File: src/rtl/mfb_checksum_inserter.sv
// mfb_checksum_inserter: writes per-packet MVB checksums (RX_MVB_*) into MFB packets (RX_MFB_* -> TX_MFB_*) at a SOF-relative byte offset
module mfb_checksum_inserter #(
  parameter int MFB_REGION_SIZE = 8,
  parameter int MFB_BLOCK_SIZE  = 8,
  parameter int MFB_ITEM_WIDTH  = 8,
  parameter int MFB_META_WIDTH  = 8,
  parameter int OFFSET_WIDTH    = 9,
  parameter     DEVICE          = "AGILEX"
) (
  input  logic                                                    CLK,
  input  logic                                                    RESET,
  input  logic [MFB_REGION_SIZE*MFB_BLOCK_SIZE*MFB_ITEM_WIDTH-1:0] RX_MFB_DATA,
  input  logic [MFB_META_WIDTH-1:0]                               RX_MFB_META,
  input  logic [OFFSET_WIDTH-1:0]                                 RX_MFB_OFFSET,
  input  logic [$clog2(MFB_REGION_SIZE)-1:0]                      RX_MFB_SOF_POS,
  input  logic [$clog2(MFB_REGION_SIZE*MFB_BLOCK_SIZE)-1:0]       RX_MFB_EOF_POS,
  input  logic                                                    RX_MFB_SOF,
  input  logic                                                    RX_MFB_EOF,
  input  logic                                                    RX_MFB_SRC_RDY,
  output logic                                                    RX_MFB_DST_RDY,
  input  logic [15:0]                                             RX_MVB_DATA,
  input  logic                                                    RX_MVB_BYPASS,
  input  logic                                                    RX_MVB_VLD,
  input  logic                                                    RX_MVB_SRC_RDY,
  output logic                                                    RX_MVB_DST_RDY,
  output logic [MFB_REGION_SIZE*MFB_BLOCK_SIZE*MFB_ITEM_WIDTH-1:0] TX_MFB_DATA,
  output logic [MFB_META_WIDTH-1:0]                               TX_MFB_META,
  output logic [$clog2(MFB_REGION_SIZE)-1:0]                      TX_MFB_SOF_POS,
  output logic [$clog2(MFB_REGION_SIZE*MFB_BLOCK_SIZE)-1:0]       TX_MFB_EOF_POS,
  output logic                                                    TX_MFB_SOF,
  output logic                                                    TX_MFB_EOF,
  output logic                                                    TX_MFB_SRC_RDY,
  input  logic                                                    TX_MFB_DST_RDY
);
  localparam int WB     = MFB_REGION_SIZE * MFB_BLOCK_SIZE;
  localparam int DW     = WB * MFB_ITEM_WIDTH;
  localparam int LANE_W = $clog2(WB);
  localparam int POS_W  = (OFFSET_WIDTH > LANE_W ? OFFSET_WIDTH : LANE_W) + 1;
  localparam int TW_W   = POS_W - LANE_W;
  typedef enum logic {IDLE, PKT} state_t;
  state_t              r_state, w_state_nxt;
  logic [15:0]         r_csum;
  logic                r_bypass;
  logic [TW_W-1:0]     r_tgt_word, r_word_cnt;
  logic [LANE_W-1:0]   r_tgt_lane;
  logic [DW-1:0]       r_tx_data;
  logic [MFB_META_WIDTH-1:0] r_tx_meta;
  logic [$clog2(MFB_REGION_SIZE)-1:0] r_tx_sof_pos;
  logic [LANE_W-1:0]   r_tx_eof_pos;
  logic                r_tx_sof, r_tx_eof, r_tx_src_rdy;
  logic                w_free, w_mvb_ok, w_acc, w_b_ends, w_a_wr, w_b_wr, w_unused;
  logic [POS_W-1:0]    w_pos;
  logic [LANE_W-1:0]   w_b_lane;
  logic [DW-1:0]       w_data;
  assign w_unused       = RX_MFB_OFFSET[0] ^ (DEVICE == "AGILEX");
  assign w_free         = ~r_tx_src_rdy | TX_MFB_DST_RDY;
  assign w_mvb_ok       = RX_MVB_SRC_RDY & RX_MVB_VLD;
  assign RX_MFB_DST_RDY = ~RESET & w_free & (~RX_MFB_SOF | w_mvb_ok);
  assign w_acc          = RX_MFB_SRC_RDY & RX_MFB_DST_RDY;
  assign RX_MVB_DST_RDY = w_acc & RX_MFB_SOF;
  assign w_pos    = POS_W'(RX_MFB_SOF_POS) * POS_W'(MFB_BLOCK_SIZE)
                  + POS_W'({RX_MFB_OFFSET[OFFSET_WIDTH-1:1], 1'b0});
  assign w_b_lane = w_pos[LANE_W-1:0];
  // In IDLE an EOF in the SOF word closes the new packet; in PKT it closes the held one
  assign w_b_ends = RX_MFB_EOF & (r_state == IDLE);
  assign w_a_wr   = (r_state == PKT) & ~r_bypass & (r_word_cnt == r_tgt_word)
                  & (~RX_MFB_EOF | ({r_tgt_lane[LANE_W-1:1], 1'b1} <= RX_MFB_EOF_POS));
  assign w_b_wr   = RX_MFB_SOF & ~RX_MVB_BYPASS & (w_pos[POS_W-1:LANE_W] == '0)
                  & (~w_b_ends | ({w_b_lane[LANE_W-1:1], 1'b1} <= RX_MFB_EOF_POS));
  always_comb begin
    w_data = RX_MFB_DATA;
    for (int l = 0; l < WB; l++) begin
      if (w_a_wr && LANE_W'(l) == r_tgt_lane)
        w_data[l*MFB_ITEM_WIDTH +: MFB_ITEM_WIDTH] = MFB_ITEM_WIDTH'(r_csum[15:8]);
      if (w_a_wr && LANE_W'(l) == {r_tgt_lane[LANE_W-1:1], 1'b1})
        w_data[l*MFB_ITEM_WIDTH +: MFB_ITEM_WIDTH] = MFB_ITEM_WIDTH'(r_csum[7:0]);
      if (w_b_wr && LANE_W'(l) == w_b_lane)
        w_data[l*MFB_ITEM_WIDTH +: MFB_ITEM_WIDTH] = MFB_ITEM_WIDTH'(RX_MVB_DATA[15:8]);
      if (w_b_wr && LANE_W'(l) == {w_b_lane[LANE_W-1:1], 1'b1})
        w_data[l*MFB_ITEM_WIDTH +: MFB_ITEM_WIDTH] = MFB_ITEM_WIDTH'(RX_MVB_DATA[7:0]);
    end
  end
  always_comb begin
    w_state_nxt = !w_acc ? r_state :
                  RX_MFB_SOF ? (w_b_ends ? IDLE : PKT) :
                  RX_MFB_EOF ? IDLE : r_state;
  end
  always_ff @(posedge CLK) begin
    if (RESET) r_state <= IDLE;
    else r_state <= w_state_nxt;
  end
  always_ff @(posedge CLK) begin
    if (RESET) begin
      r_csum       <= '0;
      r_bypass     <= 1'b0;
      r_tgt_word   <= '0;
      r_tgt_lane   <= '0;
      r_word_cnt   <= '0;
      r_tx_src_rdy <= 1'b0;
    end else begin
      if (w_acc && RX_MFB_SOF) begin
        r_csum     <= RX_MVB_DATA;
        r_bypass   <= RX_MVB_BYPASS;
        r_tgt_word <= w_pos[POS_W-1:LANE_W];
        r_tgt_lane <= w_b_lane;
        r_word_cnt <= TW_W'(1);
      end else if (w_acc) begin
        r_word_cnt <= r_word_cnt + TW_W'(r_word_cnt != '1);
      end
      if (w_free) r_tx_src_rdy <= w_acc;
    end
  end
  always_ff @(posedge CLK) begin
    if (w_free) begin
      r_tx_data    <= w_data;
      r_tx_meta    <= RX_MFB_META;
      r_tx_sof_pos <= RX_MFB_SOF_POS;
      r_tx_eof_pos <= RX_MFB_EOF_POS;
      r_tx_sof     <= RX_MFB_SOF;
      r_tx_eof     <= RX_MFB_EOF;
    end
  end
  assign TX_MFB_DATA    = r_tx_data;
  assign TX_MFB_META    = r_tx_meta;
  assign TX_MFB_SOF_POS = r_tx_sof_pos;
  assign TX_MFB_EOF_POS = r_tx_eof_pos;
  assign TX_MFB_SOF     = r_tx_sof;
  assign TX_MFB_EOF     = r_tx_eof;
  assign TX_MFB_SRC_RDY = r_tx_src_rdy;
endmodule
File: config.mk
export PLATFORM = sky130hd
export DESIGN_NAME = mfb_checksum_inserter
export DESIGN_NICKNAME = d
export VERILOG_FILES = /design/src/rtl/mfb_checksum_inserter.sv
export SDC_FILE = /design/constraint.sdc
export NUM_CORES = 1
export LEC_CHECK = 0
export CAP_MARGIN = 25
export CELL_PAD_IN_SITES_DETAIL_PLACEMENT = 1
export CELL_PAD_IN_SITES_GLOBAL_PLACEMENT = 1
export CORE_AREA = 10 10 416 418
export CTS_BUF_LIST = sky130_fd_sc_hd__clkbuf_4 sky130_fd_sc_hd__clkbuf_8
export CTS_CLUSTER_SIZE = 14
export DETAILED_ROUTE_END_ITERATION = 8
export DIE_AREA = 0 0 426 428
export GPL_ROUTABILITY_DRIVEN = 1
export PLACE_DENSITY_LB_ADDON = 0.1
export REMOVE_ABC_BUFFERS = 1
export SLEW_MARGIN = 20
export SYNTH_ARGS = -nofsm -noshare
export SYNTH_HDL_FRONTEND = slang
export SYNTH_SLANG_ARGS = --single-unit
File: constraint.sdc
create_clock -name CLK -period 17.7 [get_ports CLK]
set_clock_uncertainty 0.1 [all_clocks]
set_input_delay 3.54 -clock CLK [delete_from_list [all_inputs] [get_ports CLK]]
set_output_delay 3.54 -clock CLK [all_outputs]
set_load 0.005 [all_outputs]
==> impl_metrics.ini <==
[run_status]
status = finished clean

[logic_synthesis]
ys_top_cells_by_count = 531 x edfxtp_1, 448 x nand2_1, 348 x a21oi_1, 331 x nor2_1, 321 x mux2i_1
syn_area_mm2 = 0.0298
synth.yosys.seq_area_share = 0.556
synth-main-ff-cell = edfxtp_1
syn-mean-instance-area_um2 = 10.1
synth_top_cell_area_share = 0.535
synth_cells = 2947
ys.warnings.count = 0
synth.top_cells.by_area = edfxtp_1 53%, mux2i_1 11%, a21oi_1 5.8%, nand2_1 5.6%, nor2_1 4.2%
yosys.area.top_type = edfxtp_1
synth_edf_count = 531
yosysUniqueCellTypes = 47
async_flop_share = 0
ys_ff_latch = 563
yosysMostFrequentCell = edfxtp_1

[setup_path]
rrSetupSlack_ns = 13.45
cp.required_ns = 14.06
critPathMaxFanout = 25
crit_path_end_kind = primary output
crit_type = input pin to primary output
arrival_ns = 7.05
crit_path_start_kind = input pin

[floorplanning]
fp.dieH_um = 428
die_w_um = 426
boundaryPins = 1097
design.core.area_mm2 = 0.164
start_util = 0.181
die-area_mm2 = 0.182
rows = 149

[final_layout]
nets = 4499
fillCellCount = 18600
synthToLayoutAreaGrowth_pct = 52.6
final_util = 0.277
layout-drive-gt1-share = 0.0983
final_cell_area_mm2 = 0.0455

[timing]
grt_setup_unrepaired = no
fin_tns_setup_ns = 0
holdWs_ns = 0.368
maxSlewHeadroom = 0.214
slew_violations = 0
hold_violations = 0
setup-violations-final = 0
worstMarginPinSlew_ns = 1.18
timing.fmax_mhz = 93.6
period_needed_ns = 10.69
post-route-period-util = 0.604

[clock_network]
cts_resized = 0
clk_pin_slew_ns = 0.05
clock_sinks = 563
cts_max_level = 4
clk_latency_ns = 0.88
cts_setup_buffers = 0
cts_tree = done
cts_made_buffers = 131
holdBufCountCts = 0
cts_root_buffer = clkbuf_8
clockBufferDepth = 3

[global_route]
grt_pass1_vias = 29700
overflow = 0
antenna_found_initial = 54
grt_pass1_wl_um = 291000
track_usage = 0.233
grt_max_degree = 148

[detailed_routing]
avgViaCountPerCell = 4.59
avgRoutedWirePerCell_um = 35.6
drc_errors = 0
wirelength_um = 222000
first_pass_iters = 7
ant_nets = 0
first_iter_violations = 1688
dr_total_vias = 28600

[run]
maxCapViolCount = 0

[power_and_ir_drop]
p_leak_uw = 0.0176
total_power_uw = 3730
peakVddDrop_mv = 0.0781
power_density_mw_per_mm2 = 81.9

[placement]
place.gp.congestion = 0.784
dpl.hpwl_um = 150000
io_buffers = 1095
post_dp_cell_area_mm2 = 0.0429

[min_path]
hp-class = register to register
[sequential cells by signal (all words and copies together), names as in the netlist, 3 cells and up]
name / flops
TX_MFB_DATA: 512
r_csum: 16
TX_MFB_META: 8
TX_MFB_EOF_POS: 6
r_tgt_lane: 5
r_tgt_word: 4
r_word_cnt: 4
TX_MFB_SOF_POS: 3
[metrics by stage]
stage                     setup WS, ns  instances
after global placement            6.84       5960
after detailed placement          6.85       5975
after global routing              6.76       6219
final                             7.01       6225
after CTS                         6.86       6206
after floorplan                   2.84       2610
[critical path, cell delays in order]
cell and delay (ns):
clkdlybuf4s50_1 0.53, nand2_1 0.19, a2111oi_2 0.95, nand2_1 0.87
inv_1 0.33, clkdlybuf4s50_1 0.62
[cells by family (layout without fill, tap and decap cells)]
| logic type | Yosys count | after routing | synth area share |
|---|---|---|---|
| flip-flops | 563 | 563 | 0.556 |
| other | 0 | 18 | 0 |
| AND/OR/NAND/NOR | 1130 | 1130 | 0.171 |
| buffers and inverters | 350 | 1421 | 0.0509 |
| AO/OA/AOI/OAI | 556 | 556 | 0.103 |
| adder cells (fa/ha/maj) | 16 | 16 | 0.00697 |
| multiplexers | 322 | 322 | 0.108 |
| XOR/XNOR | 10 | 10 | 0.00294 |
[per-layer routing]
| metal | routed length (um) | GRT usage | vias up |
|---|---|---|---|
| met4 | 5700 | 0.0633 | 26 |
| met3 | 13400 | 0.0591 | 301 |
| met2 | 115000 | 0.419 | 1059 |
| met5 | 172 | 0 | - |
| met1 | 87900 | 0.271 | 14600 |
| li1 | - | - | 12600 |
[path summary, 6_finish.rpt]
| path | startpoint | end | depth (start not counted) |
|---|---|---|---|
| worst max-delay path | RX_MVB_SRC_RDY | RX_MVB_DST_RDY | 6 |
| worst min-delay path | r_bypass$_SDFFE_PP0P_ | r_bypass$_SDFFE_PP0P_ | 2 |
| worst max register to register | TX_MFB_SRC_RDY$_SDFFE_PP0N_ | TX_MFB_DATA[143]$_DFFE_PN_ | 5 |
| worst min register to register | r_bypass$_SDFFE_PP0P_ | r_bypass$_SDFFE_PP0P_ | 2 |
[report_power, final]
group	internal [uW]	switching, uW	total, uW
clock	846	726	1570
sequential	1550	40.6	1590
combinational	291	277	567
total	2680	1040	3730
[cell type report]
class | instances | area (um2) | share of cell area
well taps | 2189 | 2740 | 0.0602
clock inverters | 39 | 226 | 0.00498
diodes | 18 | 45.0 | 0.000990
repair buffers | 1177 | 11700 | 0.256
inverters | 13 | 56.3 | 0.00124
multi-input cells | 2034 | 11800 | 0.260
clock buffers | 192 | 2300 | 0.0507
flip-flops and latches | 563 | 16600 | 0.366
[cells in the final DEF, fill, tap and decap left out, types with 5 or more instances in the layout]
master           synthesis  layout
a21oi_1                348     348
a31oi_1                192     192
buf_4                   21      80
buf_6                    4      12
clkbuf_4                 0      54
clkbuf_8                 0     138
clkdlybuf4s50_1          0    1079
clkinv_1                 0      22
clkinv_2                 0       6
clkinvlp_4               0       5
dfxtp_1                 32      16
dfxtp_4                  0      16
diode_2                  0      18
edfxtp_1               531     531
ha_1                    15      15
inv_1                   12      11
mux2i_1                321     321
nand2_1                448     446
nand3_1                 16      13
nand4_1                 30      30
nand4_2                 11      11
nor2_1                 331     330
nor2b_1                  7       6
nor3_1                 221     221
nor4_4                  11      11
or2_2                   30      31
xnor2_1                  7       6
(Power assumes the default switching activity.)
